[config.mk]
export PLATFORM = sky130hd
export DESIGN_NAME = msg_stream_buffer
export DESIGN_NICKNAME = d
export VERILOG_FILES = /design/src/rtl/msg_stream_buffer.sv
export SDC_FILE = /design/constraint.sdc
export NUM_CORES = 1
export LEC_CHECK = 0
export ABC_AREA = 0
export CORE_MARGIN = 4
export CORE_UTILIZATION = 60
export DETAILED_ROUTE_END_ITERATION = 8
export HOLD_SLACK_MARGIN = 0.02
export PLACE_DENSITY = 0.8
export SYNTH_ARGS = -nofsm -noshare
export SYNTH_HDL_FRONTEND = slang
export SYNTH_SLANG_ARGS = --single-unit
[constraint.sdc]
create_clock -name OPB_CLK -period 4.85 [get_ports OPB_CLK]
set_input_delay 0.97 -clock OPB_CLK [delete_from_list [all_inputs] [get_ports OPB_CLK]]
set_output_delay 0.97 -clock OPB_CLK [all_outputs]
set_load 0.005 [all_outputs]
[src/rtl/msg_stream_buffer.sv]
// Byte message buffer between a STB/ACK UART stream and FIFO-style register access.
// Two FWFT FIFOs (RX: stream->OPB, TX: OPB->stream) with counts, flush, sticky errors and RX message count.
module msg_stream_buffer #(
  parameter int unsigned     DW          = 8,
  parameter int unsigned     RX_AW       = 4,
  parameter int unsigned     TX_AW       = 4,
  parameter int unsigned     TX_AFULL_TH = 12,
  parameter logic [DW-1:0]   EOM_CHAR    = 8'h0D
) (
  input  logic              OPB_CLK,
  input  logic              OPB_RST,
  input  logic [DW-1:0]     DATA_STREAM_OUT,
  input  logic              DATA_STREAM_OUT_STB,
  output logic              DATA_STREAM_OUT_ACK,
  output logic [DW-1:0]     DATA_STREAM_IN,
  output logic              DATA_STREAM_IN_STB,
  input  logic              DATA_STREAM_IN_ACK,
  input  logic              RX_FIFO_RD,
  output logic [DW-1:0]     RX_FIFO_DATA,
  output logic              RX_FIFO_EMPTY,
  output logic              RX_FIFO_FULL,
  output logic [RX_AW:0]    RX_FIFO_COUNT,
  output logic [RX_AW:0]    RX_MSG_COUNT,
  output logic              RX_MSG_AVAIL,
  input  logic              RX_FIFO_FLUSH,
  input  logic              TX_FIFO_WR,
  input  logic [DW-1:0]     TX_FIFO_DATA,
  output logic              TX_FIFO_FULL,
  output logic              TX_FIFO_AFULL,
  output logic [TX_AW:0]    TX_FIFO_COUNT,
  input  logic              TX_FIFO_FLUSH,
  input  logic              STATUS_CLR,
  output logic              RX_UNDERFLOW,
  output logic              TX_OVERFLOW
);

  localparam logic [TX_AW:0] TX_TH = (TX_AW+1)'(TX_AFULL_TH);

  logic [DW-1:0] rx_mem [0:(1<<RX_AW)-1];
  logic [DW-1:0] tx_mem [0:(1<<TX_AW)-1];
  logic [RX_AW:0] rx_wptr, rx_rptr;
  logic [TX_AW:0] tx_wptr, tx_rptr;
  logic           ack_q;
  logic           rx_empty, rx_full, rx_wr, rx_rd, msg_inc, msg_dec;
  logic           tx_empty, tx_full, tx_wr, tx_rd;

  always_comb begin
    rx_empty = (rx_wptr == rx_rptr);
    rx_full  = (rx_wptr[RX_AW-1:0] == rx_rptr[RX_AW-1:0]) && (rx_wptr[RX_AW] != rx_rptr[RX_AW]);
    tx_empty = (tx_wptr == tx_rptr);
    tx_full  = (tx_wptr[TX_AW-1:0] == tx_rptr[TX_AW-1:0]) && (tx_wptr[TX_AW] != tx_rptr[TX_AW]);
    // Flush wins over any same-cycle transfer; an ACKed byte in a flush cycle is dropped.
    rx_wr    = DATA_STREAM_OUT_STB & ack_q & ~RX_FIFO_FLUSH;
    rx_rd    = RX_FIFO_RD & ~rx_empty & ~RX_FIFO_FLUSH;
    tx_wr    = TX_FIFO_WR & ~tx_full & ~TX_FIFO_FLUSH;
    tx_rd    = DATA_STREAM_IN_ACK & ~tx_empty & ~TX_FIFO_FLUSH;
    msg_inc  = rx_wr & (DATA_STREAM_OUT == EOM_CHAR);
    msg_dec  = rx_rd & (RX_FIFO_DATA == EOM_CHAR);
  end

  always_ff @(posedge OPB_CLK) begin
    if (rx_wr) rx_mem[rx_wptr[RX_AW-1:0]] <= DATA_STREAM_OUT;
    if (tx_wr) tx_mem[tx_wptr[TX_AW-1:0]] <= TX_FIFO_DATA;
  end

  always_ff @(posedge OPB_CLK or posedge OPB_RST) begin
    if (OPB_RST) begin
      ack_q        <= 1'b0;
      rx_wptr      <= '0;
      rx_rptr      <= '0;
      RX_MSG_COUNT <= '0;
    end else begin
      ack_q <= DATA_STREAM_OUT_STB & ~rx_full & ~ack_q;
      if (RX_FIFO_FLUSH) begin
        rx_wptr      <= '0;
        rx_rptr      <= '0;
        RX_MSG_COUNT <= '0;
      end else begin
        if (rx_wr) rx_wptr <= rx_wptr + 1'b1;
        if (rx_rd) rx_rptr <= rx_rptr + 1'b1;
        case ({msg_inc, msg_dec})
          2'b10:   RX_MSG_COUNT <= RX_MSG_COUNT + 1'b1;
          2'b01:   RX_MSG_COUNT <= RX_MSG_COUNT - 1'b1;
          default: RX_MSG_COUNT <= RX_MSG_COUNT;
        endcase
      end
    end
  end

  always_ff @(posedge OPB_CLK or posedge OPB_RST) begin
    if (OPB_RST) begin
      tx_wptr <= '0;
      tx_rptr <= '0;
    end else if (TX_FIFO_FLUSH) begin
      tx_wptr <= '0;
      tx_rptr <= '0;
    end else begin
      if (tx_wr) tx_wptr <= tx_wptr + 1'b1;
      if (tx_rd) tx_rptr <= tx_rptr + 1'b1;
    end
  end

  // Error flags are set-dominant over STATUS_CLR.
  always_ff @(posedge OPB_CLK or posedge OPB_RST) begin
    if (OPB_RST) begin
      RX_UNDERFLOW <= 1'b0;
      TX_OVERFLOW  <= 1'b0;
    end else begin
      RX_UNDERFLOW <= (RX_FIFO_RD & rx_empty) | (RX_UNDERFLOW & ~STATUS_CLR);
      TX_OVERFLOW  <= (TX_FIFO_WR & tx_full)  | (TX_OVERFLOW  & ~STATUS_CLR);
    end
  end

  always_comb begin
    DATA_STREAM_OUT_ACK = ack_q;
    RX_FIFO_DATA        = rx_mem[rx_rptr[RX_AW-1:0]];
    RX_FIFO_EMPTY       = rx_empty;
    RX_FIFO_FULL        = rx_full;
    RX_FIFO_COUNT       = rx_wptr - rx_rptr;
    RX_MSG_AVAIL        = (RX_MSG_COUNT != '0);
    DATA_STREAM_IN      = tx_mem[tx_rptr[TX_AW-1:0]];
    DATA_STREAM_IN_STB  = ~tx_empty;
    TX_FIFO_FULL        = tx_full;
    TX_FIFO_COUNT       = tx_wptr - tx_rptr;
    TX_FIFO_AFULL       = (TX_FIFO_COUNT >= TX_TH);
  end

endmodule
==> results of run 1 <==
## Yosys cell counts (9+ instances only)
| master | n | area (µm²) |
|---|---|---|
| xnor2_1 | 18 | 158 |
| nand2_1 | 32 | 120 |
| nor2_1 | 53 | 199 |
| nor3_1 | 11 | 55.1 |
| a21oi_1 | 12 | 60.1 |
| a22oi_1 | 10 | 75.1 |
| dfrtp_1 | 28 | 701 |
| clkbuf_1 | 18 | 67.6 |
| edfxtp_1 | 256 | 7690 |
| nor2b_1 | 9 | 56.3 |
| ha_1 | 21 | 263 |
| mux4_1 | 17 | 447 |
| inv_1 | 24 | 90.1 |
| mux4_2 | 56 | 1260 |
## final timing paths
kind                                                to              startpoint  cells after the start  slack [ns]
min reg2reg                      TX_OVERFLOW$_DFF_PP0_   TX_OVERFLOW$_DFF_PP0_                      2        0.53
min                              TX_OVERFLOW$_DFF_PP0_   TX_OVERFLOW$_DFF_PP0_                      2        0.53
max reg2reg                RX_MSG_COUNT[4]$_DFFE_PP0P_  rx_rptr[0]$_DFFE_PP0P_                     16        0.33
max in group asynchronous       rx_rptr[1]$_DFFE_PP0P_                 OPB_RST                      2        3.11
min in group asynchronous        TX_OVERFLOW$_DFF_PP0_                 OPB_RST                      2        1.01
max                        RX_MSG_COUNT[4]$_DFFE_PP0P_  rx_rptr[0]$_DFFE_PP0P_                     16        0.33
## registers in the layout (all words and copies together) (netlist names)
register / count
TX_OVERFLOW: 1
tx_wptr: 5
rx_wptr: 5
RX_MSG_COUNT: 5
RX_UNDERFLOW: 1
DATA_STREAM_OUT_ACK: 1
tx_mem: 128
rx_mem: 128
rx_rptr: 5
tx_rptr: 5
## worst max-delay path, cell delays in order, from the launching register on
cell and delay (ns):
dfrtp_2 0.58, buf_4 0.21, mux4_1 0.56, a22oi_1 0.23
nand2_1 0.11, or4_1 0.66, nor3_2 0.27, nand2_1 0.11
inv_1 0.12, ha_1 0.27, nor2b_1 0.14, o21ai_0 0.19
nor2b_1 0.21, nand3_1 0.11, or4_1 0.42, o2111a_1 0.16
o2111ai_1 0.08
## layer usage
| layer | up-vias | share of wire [%] | routed length, µm | global-route usage, % |
|---|---|---|---|---|
| li1 | 2793 | - | - | - |
| met1 | 3351 | 37 | 10100 | 33.3 |
| met2 | 368 | 51 | 13900 | 41.7 |
| met3 | 69 | 8.7 | 2350 | 5.47 |
| met4 | 0 | 2.9 | 773 | 8.38 |
| met5 | - | 0 | 0 | 0 |
## power by group through the flow
| stage | clock (mW) | combinational, mW | sequential (mW) |
|---|---|---|---|
| finish | 2.30 | 0.712 | 2.74 |
| global route | 2.44 | 0.761 | 2.74 |
| CTS | 2.32 | 0.717 | 2.74 |
| detailed placement | 0 | 0.699 | 2.79 |
| global placement | 0 | 0.677 | 2.79 |
| floorplan | 0 | 0.445 | 2.75 |
## cell families after synthesis
| logic type | Yosys count | synth area share (%) |
|---|---|---|
| adders and majority gates | 24 | 2.70 |
| buffers and inverters | 57 | 2.16 |
| muxes | 75 | 14.4 |
| AOI/OAI and AO/OA | 45 | 2.53 |
| xor gates and xnor gates | 26 | 2.02 |
| DFF | 284 | 70.1 |
| and+or+nand+nor | 149 | 6.05 |
## layout make-up
class / instances / share of cell area (%)
sequential: 284 / 60.0
timing repair buffer: 90 / 6.06
clock inverter: 16 / 1.70
tap: 265 / 2.37
inverter: 25 / 0.671
multi-input combinational: 319 / 23.9
clock buffer: 34 / 5.32
## what timing repair did
action	4_1_cts	5_1_grt
hold buffers	0	0
endpoints found under the hold margin	0	0
setup endpoints to repair	0	1
resized for setup	0	1
==> impl_metrics.tcl, run 1 <==
set metrics [dict create \
    status "finished, final reports clean" \
    clock-root-buffer "clkbuf_16" \
    sw_frac_of_total_pct 21.7 \
    p_seq_share_pct 47.6 \
    total_power_mw 5.75 \
    dr.pass1.iters 7 \
    cts_inserted_buffers 28 \
    postLayoutSetupSlackWorst_ns 0.326 \
    drc 0 \
    initial_core_util_pct 61.3 \
    ios 65 \
    hold_viol_final 0 \
    stdcell_area_mm2 0.0140 \
    post-place-ws_ns 0.397 \
    clkTransAtPathRegs_ns 0.06 \
    dp_hpwl_um 16700 \
    syn2layout_area_growth_pct 16.9 \
    final_antenna_net_count 0 \
    routedWlPerCell_um 26.3 \
    htreeDepth 1 \
    synth_area_mm2 0.0120 \
    timing_worst_setup_path_type "flip-flop to flip-flop" \
    holdWs_ns 0.528 \
    power_frac_comb_pct 12.4 \
    mostFrequentLayoutCells "256 x edfxtp_1, 64 x clkdlybuf4s50_1, 56 x mux4_2" \
    cts_tree "yes" \
    irDropWorstVdd_mv 0.326 \
    setup_tns_ns 0 \
    grt_max_degree 36 \
    fp-row-count 51 \
    nets 797 \
    ys.flop_type "edfxtp_1" \
    min_period_over_period_pct 93.3 \
    drive_gt1_share_pct 17.7 \
    setup_violations 0 \
    p_clk_share_pct 40.0 \
    ys_seq_area_share_pct 70.1 \
    postCtsSetupBuffers 0 \
    antenna_found_initial 0 \
    coreArea_mm2 0.0195 \
    grt_pass1_vias 6830 \
    finalClockSkew_ns 0.0101 \
    cp_max_fo 11 \
    postSynthAreaPerCell_um2 18.1 \
    finalMaxSlewViolations 0 \
    fmax_mhz 221 \
    die_area_mm2 0.0223 \
    fillers 1161 \
    dieWidth_um 149 \
    placed_cells 983 \
    num_vias 6581 \
    grt_use_total_pct 25.0 \
    synth-seq-cells 284 \
    postSynthCellCount 660 \
    multi_input_area_mm2 0.00334 \
    clk_latency_ns 0.54 \
    gr-total-overflow 0 \
    fin_util_pct 71.6 \
    switching_power_mw 1.25 \
    drt-total-wl_um 27100 \
    layout_commonest_cell "edfxtp_1" \
    p_leak_nw 4.68 \
    cap_viol_max_count 0 \
    vias_per_cell 6.37 \
    first_iter_violations 655 \
    relSlewSlack_pct 18.5 \
    synth_async_sr_flop_share_pct 9.86 \
    start_kind "flip-flop" \
    synth_nets 709 \
    place.gp.congestion 0.835 \
    yosys_warnings 0 \
    synth_edf_count 256 \
    place_area_mm2 0.0130 \
    crit_arrival_ns 4.97 \
    tightest_slew_ns 1.22 \
    antenna_cells 0 \
    synth.distinct_cells 53 \
    crit_required_ns 5.30 \
    io_buffers 64 \
    powerDensity_mw_per_mm2 411 \
    crit_path_end_kind "flip-flop" \
    grt_first_pass_wirelength_um 41400 \
    hold_path.class "flip-flop to flip-flop" \
    die_h_um 149 \
    regArea_mm2 0.00839 \
    clock_tree.buffer_depth 3 \
    cts_sinks 284 \
    finalCriticalPeriod_ns 4.52 \
    stdcell_count 1033 \
    rsz0062_at_grt "false" \
    p_int_mw 4.51 \
]
Power figures use the tool's default switching activity.
==> run 2, diff against run 1 <==
CORE_MARGIN = default   (was 4)
==> impl_metrics.tcl, run 2 (synthesis results as in run 1) <==
set metrics [dict create \
    finalClockSkew_ns 0.0144 \
    multi_input_area_mm2 0.00332 \
    crit_required_ns 5.29 \
    path_delay_family "simple AND/OR/NAND/NOR gates" \
    crit_path_end_kind "flip-flop" \
    htreeDepth 1 \
    p_leak_nw 4.64 \
    holdBufCountCts 0 \
    dp_hpwl_um 16400 \
    drive_gt1_share_pct 16.8 \
    die_h_um 143 \
    syn2layout_area_growth_pct 16.6 \
    antenna_found_initial 0 \
    clk_latency_ns 0.54 \
    regArea_mm2 0.00839 \
    grt_max_degree 37 \
    timing_worst_setup_path_type "flip-flop to flip-flop" \
    hold_viol_final 0 \
    cts_sinks 284 \
    powerDensity_mw_per_mm2 404 \
    place.gp.congestion 0.811 \
    clkTransAtPathRegs_ns 0.06 \
    start_kind "flip-flop" \
    clock_tree.buffer_depth 3 \
    final_antenna_net_count 0 \
    fmax_mhz 219 \
    finalCriticalPeriod_ns 4.57 \
    nets 799 \
    min_period_over_period_pct 94.1 \
    cap_viol_max_count 0 \
    hold_path.class "flip-flop to flip-flop" \
    irDropWorstVdd_mv 0.327 \
    mostFrequentLayoutCells "256 x edfxtp_1, 64 x clkdlybuf4s50_1, 56 x mux4_2" \
    cts_repair_resize_count 0 \
    drt-total-wl_um 25400 \
    cts_inserted_buffers 28 \
    fillers 1197 \
    cp_num_cells 16 \
    fp-row-count 51 \
    dieWidth_um 143 \
    setup_violations 0 \
    cp_max_fo 18 \
    io_buffers 64 \
    first_iter_violations 576 \
    finalMaxSlewViolations 0 \
    routedWlPerCell_um 24.5 \
    path_cells "buf_12 -> mux4_1 -> a22oi_1 -> nand2_1 -> or4_1 -> nor3_2 -> nand2_1 -> inv_1 -> ha_1 -> nor2b_1 -> o21ai_0 -> nor2b_1 -> nand3_1 -> or4_1 -> o2111a_1 -> o2111ai_1" \
    rsz0062_at_grt "false" \
    vias_per_cell 6.27 \
    grt_use_total_pct 26.3 \
    gr-total-overflow 0 \
    grt_pass1_vias 6816 \
    cp_slowest_stage_delay_ns 0.61 \
    relSlewSlack_pct 24.3 \
    path_buf_inv 2 \
    antenna_cells 0 \
    initial_core_util_pct 61.3 \
    layout_commonest_cell "edfxtp_1" \
    holdWs_ns 0.520 \
    tightest_slew_ns 1.13 \
    ios 65 \
    worstRegToRegCells 16 \
    holdPathStages 1 \
    critPathSlowestCell "mux4_1" \
    grt_first_pass_wirelength_um 39200 \
    clock-root-buffer "clkbuf_16" \
    setup_tns_ns 0 \
    cts_tree "yes" \
    postCtsSetupBuffers 0 \
    coreArea_mm2 0.0195 \
    drc 0 \
    num_vias 6498 \
    dr.pass1.iters 5 \
    status "finished, final reports clean" \
    crit_arrival_ns 5.00 \
    die_area_mm2 0.0205 \
]
## run 2: worst paths after layout
check	from	endpoint	slack, ns
worst max-delay path	rx_rptr[0]$_DFFE_PP0P_	RX_MSG_COUNT[4]$_DFFE_PP0P_	0.28
worst min-delay path	DATA_STREAM_OUT_ACK$_DFF_PP0_	DATA_STREAM_OUT_ACK$_DFF_PP0_	0.52
worst max register to register	rx_rptr[0]$_DFFE_PP0P_	RX_MSG_COUNT[4]$_DFFE_PP0P_	0.28
worst min register to register	DATA_STREAM_OUT_ACK$_DFF_PP0_	DATA_STREAM_OUT_ACK$_DFF_PP0_	0.52
max in group asynchronous	OPB_RST	rx_rptr[0]$_DFFE_PP0P_	2.99
min in group asynchronous	OPB_RST	RX_UNDERFLOW$_DFF_PP0_	1.03
## run 2: power breakdown
part	internal (mW)	switching, mW	leakage, nW	total, mW
Combinational	0.409	0.297	1.52	0.705
Sequential	2.69	0.0526	2.68	2.74
Clock	1.30	0.887	0.439	2.19
Total	4.40	1.24	4.64	5.64
## run 2: per-stage QoR
stage / utilization (%) / area [µm²] / power, mW / instances / worst slack [ns]
after floorplan: - / 12000 / 3.20 / 660 / 0.426
after global placement: 66.6 / 13000 / 3.47 / 985 / 0.584
after detailed placement: 66.6 / 13000 / 3.50 / 985 / 0.278
after CTS: 71.4 / 13900 / 5.66 / 1037 / 0.249
after global routing: 71.5 / 14000 / 5.81 / 1037 / 0.0202
final: 71.5 / 14000 / 5.64 / 1037 / 0.285
## run 2: cell type report
type                    count  area share (%)
clock buffers              34            5.34
clock inverters            18            1.39
inverters                  25           0.673
multi-input cells         319            23.8
flip-flops and latches    284            60.2
well taps                 265            2.38
repair buffers             92            6.28
## run 2: routing by layer
metal	GRT usage (%)	share of wire (%)	vias to the layer above
li1	-	-	2795
met1	35.2	39	3351
met2	44.4	52	293
met3	4.69	6.6	59
met4	7.84	2.5	0
met5	0	0	-
## run 2: worst reg2reg max path: stages (launching register included)
cell and delay [ns]:
dfrtp_4 0.57, buf_12 0.23, mux4_1 0.62, a22oi_1 0.23, nand2_1 0.11, or4_1 0.59, nor3_2 0.29, nand2_1 0.13
inv_1 0.13, ha_1 0.27, nor2b_1 0.14, o21ai_0 0.19, nor2b_1 0.22, nand3_1 0.09, or4_1 0.41, o2111a_1 0.16
o2111ai_1 0.10
